File: src/rtl/instr_prefetch_queue.sv
// Instruction fetch stage: sequential ROM fetch into a small FIFO feeding Control_unit
// through a valid/ready handshake. A taken jump flushes the queue and refetches.
module instr_prefetch_queue #(
  parameter int DATA_W = 9,
  parameter int ADDR_W = 8,
  parameter int DEPTH  = 4
)(
  input  logic                       Clk,
  input  logic                       Rst,
  input  logic                       i_Jump,
  input  logic [ADDR_W-1:0]          i_Jump_Addr,
  output logic [ADDR_W-1:0]          o_Mem_Addr,
  output logic                       o_Mem_Req,
  input  logic [DATA_W-1:0]          i_Mem_Data,
  output logic [DATA_W-1:0]          o_Instruction,
  output logic [ADDR_W-1:0]          o_Instr_Addr,
  output logic                       o_Valid,
  input  logic                       i_Ready,
  output logic [$clog2(DEPTH):0]     o_Count
);
  localparam int PW = $clog2(DEPTH);
  localparam int CW = PW + 1;

  logic [DATA_W-1:0] data_q [DEPTH];
  logic [ADDR_W-1:0] addr_q [DEPTH];
  logic [PW-1:0]     rd_ptr, wr_ptr;
  logic [CW-1:0]     count;
  logic [ADDR_W-1:0] fetch_pc, req_addr;
  logic              inflight;
  logic [CW:0]       credit;
  logic              issue, push, pop, valid;

  // Outstanding return already owns a slot, so occupancy plus inflight is the credit.
  // A same-cycle pop is deliberately not counted.
  assign credit = {1'b0, count} + {{CW{1'b0}}, inflight};
  assign issue  = !Rst && !i_Jump && (credit < (CW+1)'(DEPTH));
  assign push   = inflight && !i_Jump;
  assign valid  = !Rst && (count != '0);
  assign pop    = valid && i_Ready && !i_Jump;

  assign o_Mem_Req     = issue;
  assign o_Mem_Addr    = Rst ? '0 : fetch_pc;
  assign o_Valid       = valid;
  assign o_Instruction = valid ? data_q[rd_ptr] : '0;
  assign o_Instr_Addr  = valid ? addr_q[rd_ptr] : '0;
  assign o_Count       = Rst ? '0 : count;

  always_ff @(posedge Clk) begin
    if (Rst) begin
      fetch_pc <= '0;
      req_addr <= '0;
      inflight <= 1'b0;
      count    <= '0;
      rd_ptr   <= '0;
      wr_ptr   <= '0;
    end else if (i_Jump) begin
      // Flush: the pending return is dropped by clearing inflight.
      fetch_pc <= i_Jump_Addr;
      inflight <= 1'b0;
      count    <= '0;
      rd_ptr   <= '0;
      wr_ptr   <= '0;
    end else begin
      inflight <= issue;
      if (issue) begin
        fetch_pc <= fetch_pc + ADDR_W'(1);
        req_addr <= fetch_pc;
      end
      if (push) wr_ptr <= wr_ptr + PW'(1);
      if (pop)  rd_ptr <= rd_ptr + PW'(1);
      case ({push, pop})
        2'b10:   count <= count + CW'(1);
        2'b01:   count <= count - CW'(1);
        default: ;
      endcase
    end
  end

  always_ff @(posedge Clk) begin
    if (!Rst && push) begin
      data_q[wr_ptr] <= i_Mem_Data;
      addr_q[wr_ptr] <= req_addr;
    end
  end
endmodule

File: config.mk
export PLATFORM = sky130hd
export DESIGN_NAME = instr_prefetch_queue
export DESIGN_NICKNAME = d
export VERILOG_FILES = /design/src/rtl/instr_prefetch_queue.sv
export SDC_FILE = /design/constraint.sdc
export NUM_CORES = 1
export LEC_CHECK = 0
export BUFFER_PORTS_ARGS = -buffer_cell sky130_fd_sc_hd__buf_2
export CELL_PAD_IN_SITES_DETAIL_PLACEMENT = 0
export CELL_PAD_IN_SITES_GLOBAL_PLACEMENT = 1
export CORE_MARGIN = 3
export CORE_UTILIZATION = 47
export DETAILED_ROUTE_END_ITERATION = 8
export PLACE_DENSITY = 0.88
export SYNTH_ARGS = -nofsm -noshare
export SYNTH_HDL_FRONTEND = slang
export SYNTH_SLANG_ARGS = --single-unit
File: constraint.sdc
create_clock -name Clk -period 2.5 [get_ports Clk]
set_input_delay 0.25 -clock Clk [delete_from_list [all_inputs] [get_ports Clk]]
set_output_delay 0.25 -clock Clk [all_outputs]
set_load 0.01 [all_outputs]
## Word-level counts from Yosys, hierarchy flattened

Memory sizes are Yosys's and may differ from the RTL's. A register that Yosys moved wholly into a read port is not among the register bits.
Index checks and enable logic that the tools add are counted.

- Register bits: 24
- Bits in writable memories: 68
- Output and inout bits: 30
- Word-level logic and storage cells: 45
- Memories: 2

- Add/sub/neg operators: 6
- Order comparisons: 1
- Eq/ne operators: 2
- Mux-type cells: 13
- Bitwise gates (word level): 1
- Reduce and logical (&&, ||, !) cells: 14

Memory list:

| name | depth | width | read ports | clocked after memory_dff | wr ports | line | source |
|---|---|---|---|---|---|---|---|
| data_q | 4 | 9 | 1 | 1 | 1 | 24 | `logic [DATA_W-1:0] data_q [DEPTH];` |
| addr_q | 4 | 8 | 1 | 1 | 1 | 25 | `logic [ADDR_W-1:0] addr_q [DEPTH];` |

Operator list:

| kind | number |
|---|---|
| $mux 8 | 4 |
| $mux 9 | 1 |
| $add 8x1->8 const B | 1 |
| $mux 2 | 4 |
| $logic_and 1x1->1 | 7 |
| $pmux 3 s2 | 1 |
| $add 2x1->2 const B | 2 |
| $add 3x1->4 | 1 |
| $lt 4x3->1 const B | 1 |
| $reduce_bool 2->1 | 2 |
| $add 3x1->3 const B | 1 |
| $mux 3 | 1 |
| $reduce_bool 3->1 | 1 |
| $sub 3x1->3 const B | 1 |
| $eq 2x1->1 const B | 1 |
| $eq 2x2->1 const B | 1 |
| $logic_not 1->1 | 2 |
| $mux 1 | 2 |
| $reduce_and 2->1 | 1 |
| $reduce_or 2->1 | 1 |
| $not 1->1 | 1 |

## Longest topological paths before layout

Gate-level depths: netlist of run 1.

- Depth in word-level cells: 6
- Depth in mapped cells: 10
- Mapped depth without buffers: 9

## Worst setup path before layout of run 1

No wires, ideal clock.

- Path type: register -> register
- Start: reg count[2]
- End: reg count[2]
- Library setup time: 0.071 ns
- Arrival: 2.002 ns
- Data required time: 2.429 ns
- Setup slack: 0.427 ns
- Stages on the path, launching flop included: 10
- Buffers on the path: 0
- Clock period less this slack: 2.073 ns
- Cell sequence: dfxtp_1 > nor2b_4 > o31ai_4 > nor2_1 > ha_1 > inv_1 > fa_1 > xor2_1 > or3_1 > a21oi_1

- Cells in the longest elaborated chain, start to end: 6

RTL lines:

| item | line | source |
|---|---|---|
| start: declaration | 27 | `logic [CW-1:0] count;` |
| start signal: assignment | 72 | `2'b10: count <= count + CW'(1);` |
| start signal: assignment | 73 | `2'b01: count <= count - CW'(1);` |
| $reduce_bool 3->1 (*) | 38 | `assign valid = !Rst && (count != '0);` |
| $logic_and 1x1->1 (*) | 38 |  |
| $logic_and 1x1->1 (*) (2 in a row) | 39 | `assign pop = valid && i_Ready && !i_Jump;` |
| via pop | 31 | `logic issue, push, pop, valid;` |
| $eq 2x1->1 or $eq 2x2->1 (tied branches) | 71 | `case ({push, pop})` |
| $pmux 3 s2 or $reduce_bool 2->1 (tied branches) | - |  |

The timed path passes the listed nets; every way through them passes the cells marked *.
A chain may end at the register's enable or synchronous reset.

## Worst setup path in the final report of run 1

Same ends and word-level chain as after synthesis.

==> flow_summary_export.csv, run 1 <==
group,metric,value,unit
status,status,"complete, no violations",
critical_path,cp.depth,9,
placement,io_buffers,50,
global_route,overflow,0,
clock_network,cts_resized,0,
synth,synth_flop_cell,"edfxtp_1",
cells_and_area,synthToLayoutAreaGrowth,13.40,%
power_and_ir_drop,p_per_area,606.7,nW/um^2
power_and_ir_drop,p_seq_share,63.3,%
drt,firstDrtPassIters,6,
power_and_ir_drop,p_comb_share,4.2,%
synth,syn-mean-instance-area,14.78,sq um
critical_path,crit_required,2.79,ns
sta,tightestPinTransition,0.3317,ns
sta,clock-skew-final,0.009463,ns
sta,rsz0062_at_grt,"false",
critical_path,crit_chain,"nor2b_4 -> o31ai_4 -> nor2_1 -> ha_1 -> inv_1 -> fa_1 -> xor2_1 -> or3_1 -> a21oi_1",
sta,finalCritPeriodShare,87.38,%
power_and_ir_drop,power.switching,592.6,uW
synth,ys_ff_latch,94,
critical_path,ff2ff_setup_slack,0.32,ns
global_route,grt_pass1_vias,2195,
critical_path,r2r_cells,9,
sta,max_slew_margin,77.88,%
critical_path,path_max_fanout,5,
power_and_ir_drop,p_leak,0.001627,uW
critical_path,worstSetupPathType,"reg -> reg",
sta,max_freq,457.8,MHz
critical_path,cp.arrival,2.47,ns
clock_network,cts.clk_slew.worst_paths,0.09,ns
clock_network,insertion_delay,0.35,ns
die,die_area,9432,sq um
synth,synth_top_area_share,52.32,%
sta,final-setup-viol-count,0,
die,die-height,97.12,um
global_route,grt_max_degree,27,
synth,synth_cells,264,
drt,post-route-drc-count,0,
critical_path,crit_family,"simple AND/OR/NAND/NOR gates",
synth,ys_types,41,
sta,hold_viol_final,0,
critical_path,r2r_start,"count[2]$_SDFFE_PP0P_",
power_and_ir_drop,vdd_ir_drop_max,0.3300,mV
critical_path,cp-startpoint,"count[2]$_SDFFE_PP0P_",
clock_network,cts_inserted_buffers,9,
critical_path,crit_path_end_kind,"flip-flop",
drt,routedWlPerCell,15.54,um
sta,setup_tns,0,ns
critical_path,slowest_stage,"dfxtp_1",
synth,synth-edff-count,68,
cells_and_area,drive_gt1_share,30.28,%
clock_network,cts.sinks,94,
clock_network,clockRootBuffer,"clkbuf_8",
critical_path,endpoint,"count[2]$_SDFFE_PP0P_",
synth,syn_nets,292,
power_and_ir_drop,p_int,2092,uW
die,core,7888,sq um
global_route,grt_pass1_wl,10.97,mm
job,cap_violations,0,
clock_network,holdBufCountCts,0,
drt,dr_total_vias,2261,
drt,drtIter0Drc,77,
power_and_ir_drop,p_clk_share,32.5,%
die,ios,51,
synth,synth.area.top_cells,"edfxtp_1 52%, dfxtp_1 13%, mux4_2 9.8%",
cells_and_area,final_nets,350,
global_route,grt_util_all_layers,14.84,%
synth,yosysTopAreaCell,"edfxtp_1",
placement,place.gp.congestion,0.8015,
drt,ant_nets,0,
drt,finalWirelength,6.665,mm
drt,viasPerCell,5.270,
clock_network,post_cts_buffers,0,
placement,hpwl,4.343,mm
synth,yosysWarnings,0,
die,fp.dieW,97.12,um
clock_network,cts.path.max_buffers,2,
sta,period_needed,2.184,ns
cells_and_area,antenna_cells,0,
critical_path,startpoint_type,"flip-flop",
sta,drv_slew,0,
sta,whs,0.1116,ns
critical_path,reg2reg_to,"count[2]$_SDFFE_PP0P_",
synth,syn-cell-area,3902,sq um
power_and_ir_drop,p_sw_share,22.07,%
hold_path,holdCritPathClass,"in -> reg",
global_route,antenna_found_initial,0,
synth,ys_seq_area_share,65.66,%
clock_network,h-tree-depth,3,
die,rows,32,
critical_path,cp_num_buf_inv,1,
clock_network,cts_tree,"done",
critical_path,slowest_delay,0.43,ns
die,initial_core_util,49.48,%
synth,async_flop_share,0,%
==> placed cells by master, fill, tap and decap left out, types with 4 or more instances in the layout <==
master / count
and3_1: 4
mux4_2: 17
a21oi_1: 16
a31oi_1: 4
dfxtp_1: 26
nor2_1: 12
edfxtp_1: 68
nand2_1: 25
nand3_1: 4
clkbuf_8: 9
buf_4: 9
buf_2: 50
ha_1: 6
or3_1: 4
inv_1: 14
nor2b_1: 22
==> sequential cells by signal, indices dropped and copies added (netlist names), named ones only <==
register and count:
addr_q 32, count 3, data_q 36, fetch_pc 8, inflight 1, rd_ptr 2
req_addr 8, wr_ptr 2
==> per-layer routing <==
layer	up-vias	wire, um	track usage, %
li1	1093	-	-
met1	1096	2949	18.94
met2	64	3245	24.04
met3	8	388	4.666
met4	0	82	5.184
met5	-	0	0
==> metrics by stage <==
step	cell area, sq um	cells	utilization, %	total power, uW	worst slack (ns)
after floorplan	3902	264	-	1804	0.4270
after global placement	4259	413	54.00	1847	0.3470
after detailed placement	4259	413	54.00	1851	0.2824
after CTS	4425	429	56.11	2714	0.2973
after global routing	4425	429	56.11	2791	0.1493
final	4425	429	56.11	2685	0.3156
==> cells in the mapped netlist, drive strengths merged (2+ instances only) <==
cell / instances
and2b: 2
nor2b: 23
ha: 6
and3: 4
clkbuf: 3
nand3: 6
nor2: 12
a32oi: 2
xor2: 2
nor3: 2
buf: 9
a22oi: 2
or3: 4
edfxtp: 68
inv: 15
xnor2: 2
mux4: 17
dfxtp: 26
a21oi: 16
a31oi: 4
nand2: 25
o21ai: 2
==> worst reg2reg max path, stage by stage, from the launching register on <==
cell and delay, ns:
dfxtp_1 0.43, nor2b_4 0.26, o31ai_4 0.11, nor2_1 0.10
ha_1 0.18, inv_1 0.06, fa_1 0.37, xor2_1 0.16
or3_1 0.31, a21oi_1 0.14
==> cell families (layout without fill, tap and decap cells) <==
| kind of cell | Yosys count | in the layout | synth area share [%] |
|---|---|---|---|
| adder cells (fa/ha/maj) | 7 | 7 | 2.437 |
| AO/OA/AOI/OAI | 33 | 33 | 5.643 |
| buffers and inverters | 27 | 90 | 3.719 |
| flip-flops | 94 | 94 | 65.66 |
| XOR/XNOR | 4 | 4 | 0.8979 |
| AND/OR/NAND/NOR | 81 | 81 | 11.57 |
| multiplexers | 18 | 18 | 10.07 |
==> power by group through the flow <==
stage          clock network, uW  logic [uW]  registers [uW]
2_1_floorplan                  0        74.9            1730
3_3_place_gp                   0         112            1740
3_5_place_dp                   0         114            1740
4_1_cts                      899         114            1700
5_1_grt                      960         127            1700
6_report                     872         113            1700
==> layout make-up <==
class	instances	area, sq um
flip-flops and latches	94	2562
fillers	659	3462
repair buffers	59	317.8
inverters	15	56.30
clock buffers	11	131.4
well taps	102	127.6
multi-input cells	143	1195
clock inverters	5	35.03
==> worst min path at each step <==
stage                              from                endpoint  slack (ns)  depth (start not counted)
after global placement    i_Mem_Data[2]  data_q[2][2]$_DFFE_PP_        0.47                          1
after CTS                 i_Mem_Data[3]  data_q[0][3]$_DFFE_PP_         0.1                          1
final                     i_Mem_Data[1]  data_q[0][1]$_DFFE_PP_        0.11                          1
after floorplan           i_Mem_Data[0]  data_q[0][0]$_DFFE_PP_        0.35                          0
after detailed placement  i_Mem_Data[3]  data_q[0][3]$_DFFE_PP_        0.47                          1
after global routing      i_Mem_Data[0]  data_q[3][0]$_DFFE_PP_         0.1                          1
(Power assumes the default switching activity.)
==> inputs of run 2 (changes only) <==
- CORE_UTILIZATION: 47 -> 49
- CTS_BUF_LIST: default -> sky130_fd_sc_hd__clkbuf_4 sky130_fd_sc_hd__clkbuf_8
- CTS_CLUSTER_DIAMETER: default -> 80
- PLACE_DENSITY: 0.88 -> 0.91
==> flow_summary_export.csv, run 2 (synthesis gave the netlist of run 1 again) <==
group,metric,value,unit
status,status,"complete, no violations",
drt,dr_total_vias,2271,
sta,hold_viol_final,0,
drt,routedWlPerCell,16.14,um
critical_path,slowest_stage,"dfxtp_1",
die,rows,31,
clock_network,h-tree-depth,3,
global_route,grt_pass1_wl,11.50,mm
critical_path,r2r_cells,9,
drt,finalWirelength,6.860,mm
global_route,grt_util_all_layers,16.79,%
die,ios,51,
critical_path,crit_required,2.78,ns
power_and_ir_drop,power.switching,575.7,uW
clock_network,cts.sinks,94,
cells_and_area,top_register,"data_q",
clock_network,cts_inserted_buffers,9,
sta,final-setup-viol-count,0,
cells_and_area,synthToLayoutAreaGrowth,14.43,%
cells_and_area,antenna_cells,0,
critical_path,cp.arrival,2.46,ns
critical_path,crit_path_end_kind,"flip-flop",
critical_path,r2r_start,"count[2]$_SDFFE_PP0P_",
power_and_ir_drop,p_seq_share,59.4,%
placement,place.gp.congestion,0.8285,
placement,io_buffers,50,
cells_and_area,largest_reg_flops,36,
power_and_ir_drop,vdd_ir_drop_max,0.2804,mV
critical_path,startpoint_type,"flip-flop",
cells_and_area,final_nets,350,
sta,rsz0062_at_grt,"false",
die,die_area,9071,sq um
cells_and_area,layout_common_cells,"68 x edfxtp_1, 50 x buf_2, 26 x dfxtp_1",
cells_and_area,design_area,4466,sq um
sta,setup_tns,0,ns
drt,ant_nets,0,
sta,tightestPinTransition,0.3431,ns
hold_path,hold_path_end,"data_q[0][4]$_DFFE_PP_",
sta,max_slew_margin,77.13,%
drt,post-route-drc-count,0,
critical_path,crit_chain,"nor2b_4 -> o31ai_4 -> nor2_1 -> ha_1 -> inv_1 -> fa_1 -> xor2_1 -> or3_1 -> a21oi_1",
placement,dpl_cell_area,4255,sq um
critical_path,cp_num_buf_inv,1,
drt,firstDrtPassIters,4,
sta,drv_slew,0,
clock_network,cts.path.max_buffers,2,
power_and_ir_drop,p_leak,0.001650,uW
drt,viasPerCell,5.344,
global_route,overflow,0,
clock_network,holdBufCountCts,0,
sta,max_freq,458.2,MHz
sta,period_needed,2.182,ns
critical_path,worstSetupPathType,"reg -> reg",
power_and_ir_drop,p_int,2286,uW
die,initial_core_util,52.13,%
power_and_ir_drop,p_sw_share,20.12,%
clock_network,cts.clk_slew.worst_paths,0.09,ns
power_and_ir_drop,p_comb_share,3.9,%
sta,finalCritPeriodShare,87.30,%
clock_network,cts_resized,0,
clock_network,post_cts_buffers,0,
critical_path,slowest_delay,0.43,ns
die,fp.dieW,95.24,um
hold_path,hold_depth,1,
hold_path,min_from,"i_Mem_Data[4]",
critical_path,reg2reg_to,"count[2]$_SDFFE_PP0P_",
power_and_ir_drop,finalPower,2861,uW
hold_path,holdCritPathClass,"in -> reg",
power_and_ir_drop,p_clk_share,36.7,%
cells_and_area,mostFrequentLayoutCell,"edfxtp_1",
global_route,grt_max_degree,22,
cells_and_area,reg.largest.list,"data_q (36), addr_q (32)",
die,die-height,95.24,um
drt,drtIter0Drc,122,
die,core,7486,sq um
cells_and_area,final_core_util,59.65,%
clock_network,cts_tree,"done",
critical_path,crit_family,"simple AND/OR/NAND/NOR gates",
job,cap_violations,0,
power_and_ir_drop,p_per_area,640.8,nW/um^2
clock_network,insertion_delay,0.35,ns
global_route,grt_pass1_vias,2354,
cells_and_area,drive_gt1_share,30.37,%
placement,hpwl,4.535,mm
global_route,antenna_found_initial,0,
sta,clock-skew-final,0.01222,ns
critical_path,path_max_fanout,5,
clock_network,clockRootBuffer,"clkbuf_8",
critical_path,ff2ff_setup_slack,0.32,ns
-- run 2: cell types whose count changed in the layout (fill, tap and decap cells not counted) --
cell,before,now
clkbuf_1,2,0
clkinv_2,2,1
clkinv_1,0,1
bufinv_16,0,2
clkinvlp_4,1,0
-- run 2: cell type report --
class	instances	area, sq um
clock inverter	6	86.33
tap	99	123.9
multi-input combinational	143	1195
clock buffer	9	123.9
inverter	15	56.30
fill	614	3020
sequential	94	2562
timing repair buffer	59	317.8
-- run 2: per-layer routing --
layer	GRT usage, %	share of wire [%]	vias to the layer above	routed length, um
li1	-	-	1089	-
met2	28.05	50	61	3400
met3	2.920	4.9	8	335
met1	21.67	44	1113	3016
met5	0	0	-	0
met4	7.091	1.6	0	108
-- run 2: how the worst max path moves through the flow --
stage | startpoint | end | slack [ns] | depth (start not counted)
after global placement | Rst | count[2]$_SDFFE_PP0P_ | 0.29 | 10
after CTS | count[2]$_SDFFE_PP0P_ | count[2]$_SDFFE_PP0P_ | 0.30 | 9
after global routing | count[2]$_SDFFE_PP0P_ | count[2]$_SDFFE_PP0P_ | 0.21 | 9
final | count[2]$_SDFFE_PP0P_ | count[2]$_SDFFE_PP0P_ | 0.32 | 9
after detailed placement | Rst | count[2]$_SDFFE_PP0P_ | 0.23 | 10
after floorplan | count[2]$_SDFFE_PP0P_ | count[2]$_SDFFE_PP0P_ | 0.43 | 9
-- run 2: metrics by stage --
step | cells | hold WS [ns] | setup WS, ns
2_1_floorplan | 264 | 0.3489 | 0.4270
3_3_place_gp | 410 | 0.4660 | 0.2889
3_5_place_dp | 410 | 0.4711 | 0.2325
4_1_cts | 425 | 0.1052 | 0.2996
5_1_grt | 425 | 0.09705 | 0.2061
6_report | 425 | 0.1079 | 0.3176
-- run 2: power groups by stage --
stage	clock network (uW)	registers [uW]	logic (uW)
floorplan	0	1730	74.9
global placement	0	1740	111
detailed placement	0	1740	113
CTS	1070	1700	114
global route	1140	1700	128
finish	1050	1700	112
==> inputs of run 3 (changes only) <==
- CELL_PAD_IN_SITES_DETAIL_PLACEMENT: 0 -> default
- CELL_PAD_IN_SITES_GLOBAL_PLACEMENT: 1 -> default
- CORE_UTILIZATION: 49 -> 54
- PLACE_DENSITY: 0.91 -> 0.82
- clock period: 2.5 -> 2 ns (I/O delays scaled with it)
==> flow_summary_export.csv, run 3 (synthesis gave the netlist of run 1 again) <==
group,metric,value,unit
drt,met3_length,317,um
cells_and_area,largest_reg_flops,36,
drt,routedWlPerCell,16.28,um
critical_path,worstSetupPathType,"reg -> reg",
cells_and_area,fillers,540,
drt,routed.top_layer,"met4",
cells_and_area,layout_common_cells,"68 x edfxtp_1, 50 x buf_2, 25 x nand2_1",
sta,hold_viol_final,0,
clock_network,cts_tree,"done",
drt,post-route-drc-count,0,
cells_and_area,top_register,"data_q",
sta,rsz0062_at_grt,"true",
power_and_ir_drop,p_per_area,753.3,nW/um^2
power_and_ir_drop,vdd_ir_drop_max,0.4513,mV
sta,max_freq,503.7,MHz
drt,viasPerCell,5.340,
placement,place_ws,-0.1051,ns
sta,clock-skew-final,0.01245,ns
global_route,grt_max_degree,27,
global_route,overflow,0,
cells_and_area,final_nets,359,
critical_path,crit_path_end_kind,"flip-flop",
sta,period_needed,1.985,ns
global_route,grt_pass1_vias,2335,
cells_and_area,drive_gt1_share,35.12,%
power_and_ir_drop,p_int,2658,uW
power_and_ir_drop,p_clk_share,33.5,%
clock_network,cts.sinks,94,
drt,finalWirelength,7.032,mm
cells_and_area,mostFrequentLayoutCell,"edfxtp_1",
clock_network,h-tree-depth,3,
job,cap_violations,0,
die,initial_core_util,56.50,%
placement,dpl_cell_area,4324,sq um
placement,hpwl,4.647,mm
status,status,"complete, no violations",
cells_and_area,antenna_cells,0,
drt,ant_nets,0,
sta,tightestPinTransition,0.3030,ns
clock_network,holdBufCountCts,0,
sta,final-setup-viol-count,0,
sta,finalCritPeriodShare,99.26,%
critical_path,cp.arrival,2.27,ns
drt,drt-met1-wl,3.063,mm
drt,drtIter0Drc,129,
cells_and_area,design_area,4539,sq um
critical_path,crit_required,2.28,ns
sta,setup_tns,0,ns
power_and_ir_drop,power.switching,761.1,uW
die,die_area,8283,sq um
power_and_ir_drop,p_seq_share,62.1,%
clock_network,clockRootBuffer,"clkbuf_8",
clock_network,cts.path.max_buffers,2,
power_and_ir_drop,p_comb_share,4.4,%
placement,io_buffers,50,
die,ios,51,
die,rows,30,
cells_and_area,synthToLayoutAreaGrowth,16.32,%
clock_network,insertion_delay,0.36,ns
die,fp.dieW,91.01,um
global_route,grt_pass1_wl,11.55,mm
placement,place.gp.congestion,0.8280,
global_route,antenna_found_initial,0,
drt,wl_met2,3.535,mm
sta,drv_slew,0,
power_and_ir_drop,finalPower,3419,uW
critical_path,path_max_fanout,2,
clock_network,cts.clk_slew.worst_paths,0.09,ns
hold_path,holdCritPathClass,"in -> reg",
clock_network,cts_inserted_buffers,9,
die,die-height,91.01,um
die,core,6907,sq um
global_route,grt_util_all_layers,18.10,%
sta,max_slew_margin,79.54,%
power_and_ir_drop,p_leak,0.001689,uW
power_and_ir_drop,p_sw_share,22.26,%
drt,dr_total_vias,2307,
critical_path,startpoint_type,"flip-flop",
drt,firstDrtPassIters,4,
sta,fin_ws,0.01489,ns
cells_and_area,reg.largest.list,"data_q (36), addr_q (32)",
critical_path,ff2ff_setup_slack,0.01,ns
## run 3: changes by cell type in the layout (fill, tap and decap cells not counted), sizes merged
cell and change:
buf +9, bufinv -2, clkbuf +2, clkinv -2, inv +2, clkinvlp +1
## run 3: final cells by class
| cell class | instances | area, sq um | share of cell area, % |
|---|---|---|---|
| multi-input cells | 143 | 1210 | 26.65 |
| clock buffers | 11 | 138.9 | 3.060 |
| repair buffers | 68 | 401.6 | 8.848 |
| inverters | 15 | 58.81 | 1.295 |
| clock inverters | 5 | 42.54 | 0.9372 |
| flip-flops and latches | 94 | 2567 | 56.56 |
| well taps | 96 | 120.1 | 2.646 |
## run 3: repair_timing
item,4_1_cts,5_1_grt
pin swaps,0,2
buffers inserted,1,1
resized for setup,4,3
endpoints found under the setup margin,1,18
## run 3: power by group through the flow
stage               Clock, uW  Combinational, uW  Sequential (uW)
global route             1260                166             2130
detailed placement          0                148             2170
global placement            0                141             2170
CTS                      1190                149             2120
finish                   1150                149             2120
floorplan                   0               94.0             2160
## run 3: worst max-delay path: stages, from the launching register on
cell	delay [ns]
dfxtp_2	0.35
and2b_2	0.18
o31ai_4	0.08
nor2_1	0.10
ha_2	0.20
inv_2	0.04
fa_2	0.33
xor2_1	0.17
or3_4	0.35
a21oi_2	0.13
## run 3: layer usage
metal  global-route usage, %  up-vias
li1                        -     1116
met2                   30.84       63
met4                   7.538        0
met3                   3.894       10
met1                   22.42     1118
met5                       0        -
## run 3: metrics by stage
stage          utilization, %  hold WS, ns  instances
2_1_floorplan               -       0.2989        264
3_3_place_gp            62.61       0.4185        414
3_5_place_dp            62.61       0.4228        414
4_1_cts                 65.45      0.03978        431
5_1_grt                 65.72      0.04208        432
6_report                65.72      0.06208        432
## run 3: final timing paths
kind / startpoint / to / depth (start not counted)
min reg2reg: fetch_pc[5]$_SDFFE_PP0P_ / req_addr[5]$_SDFFE_PP0P_ / 2
max: count[1]$_SDFFE_PP0P_ / count[2]$_SDFFE_PP0P_ / 9
max reg2reg: count[1]$_SDFFE_PP0P_ / count[2]$_SDFFE_PP0P_ / 9
min: i_Mem_Data[2] / data_q[1][2]$_DFFE_PP_ / 1
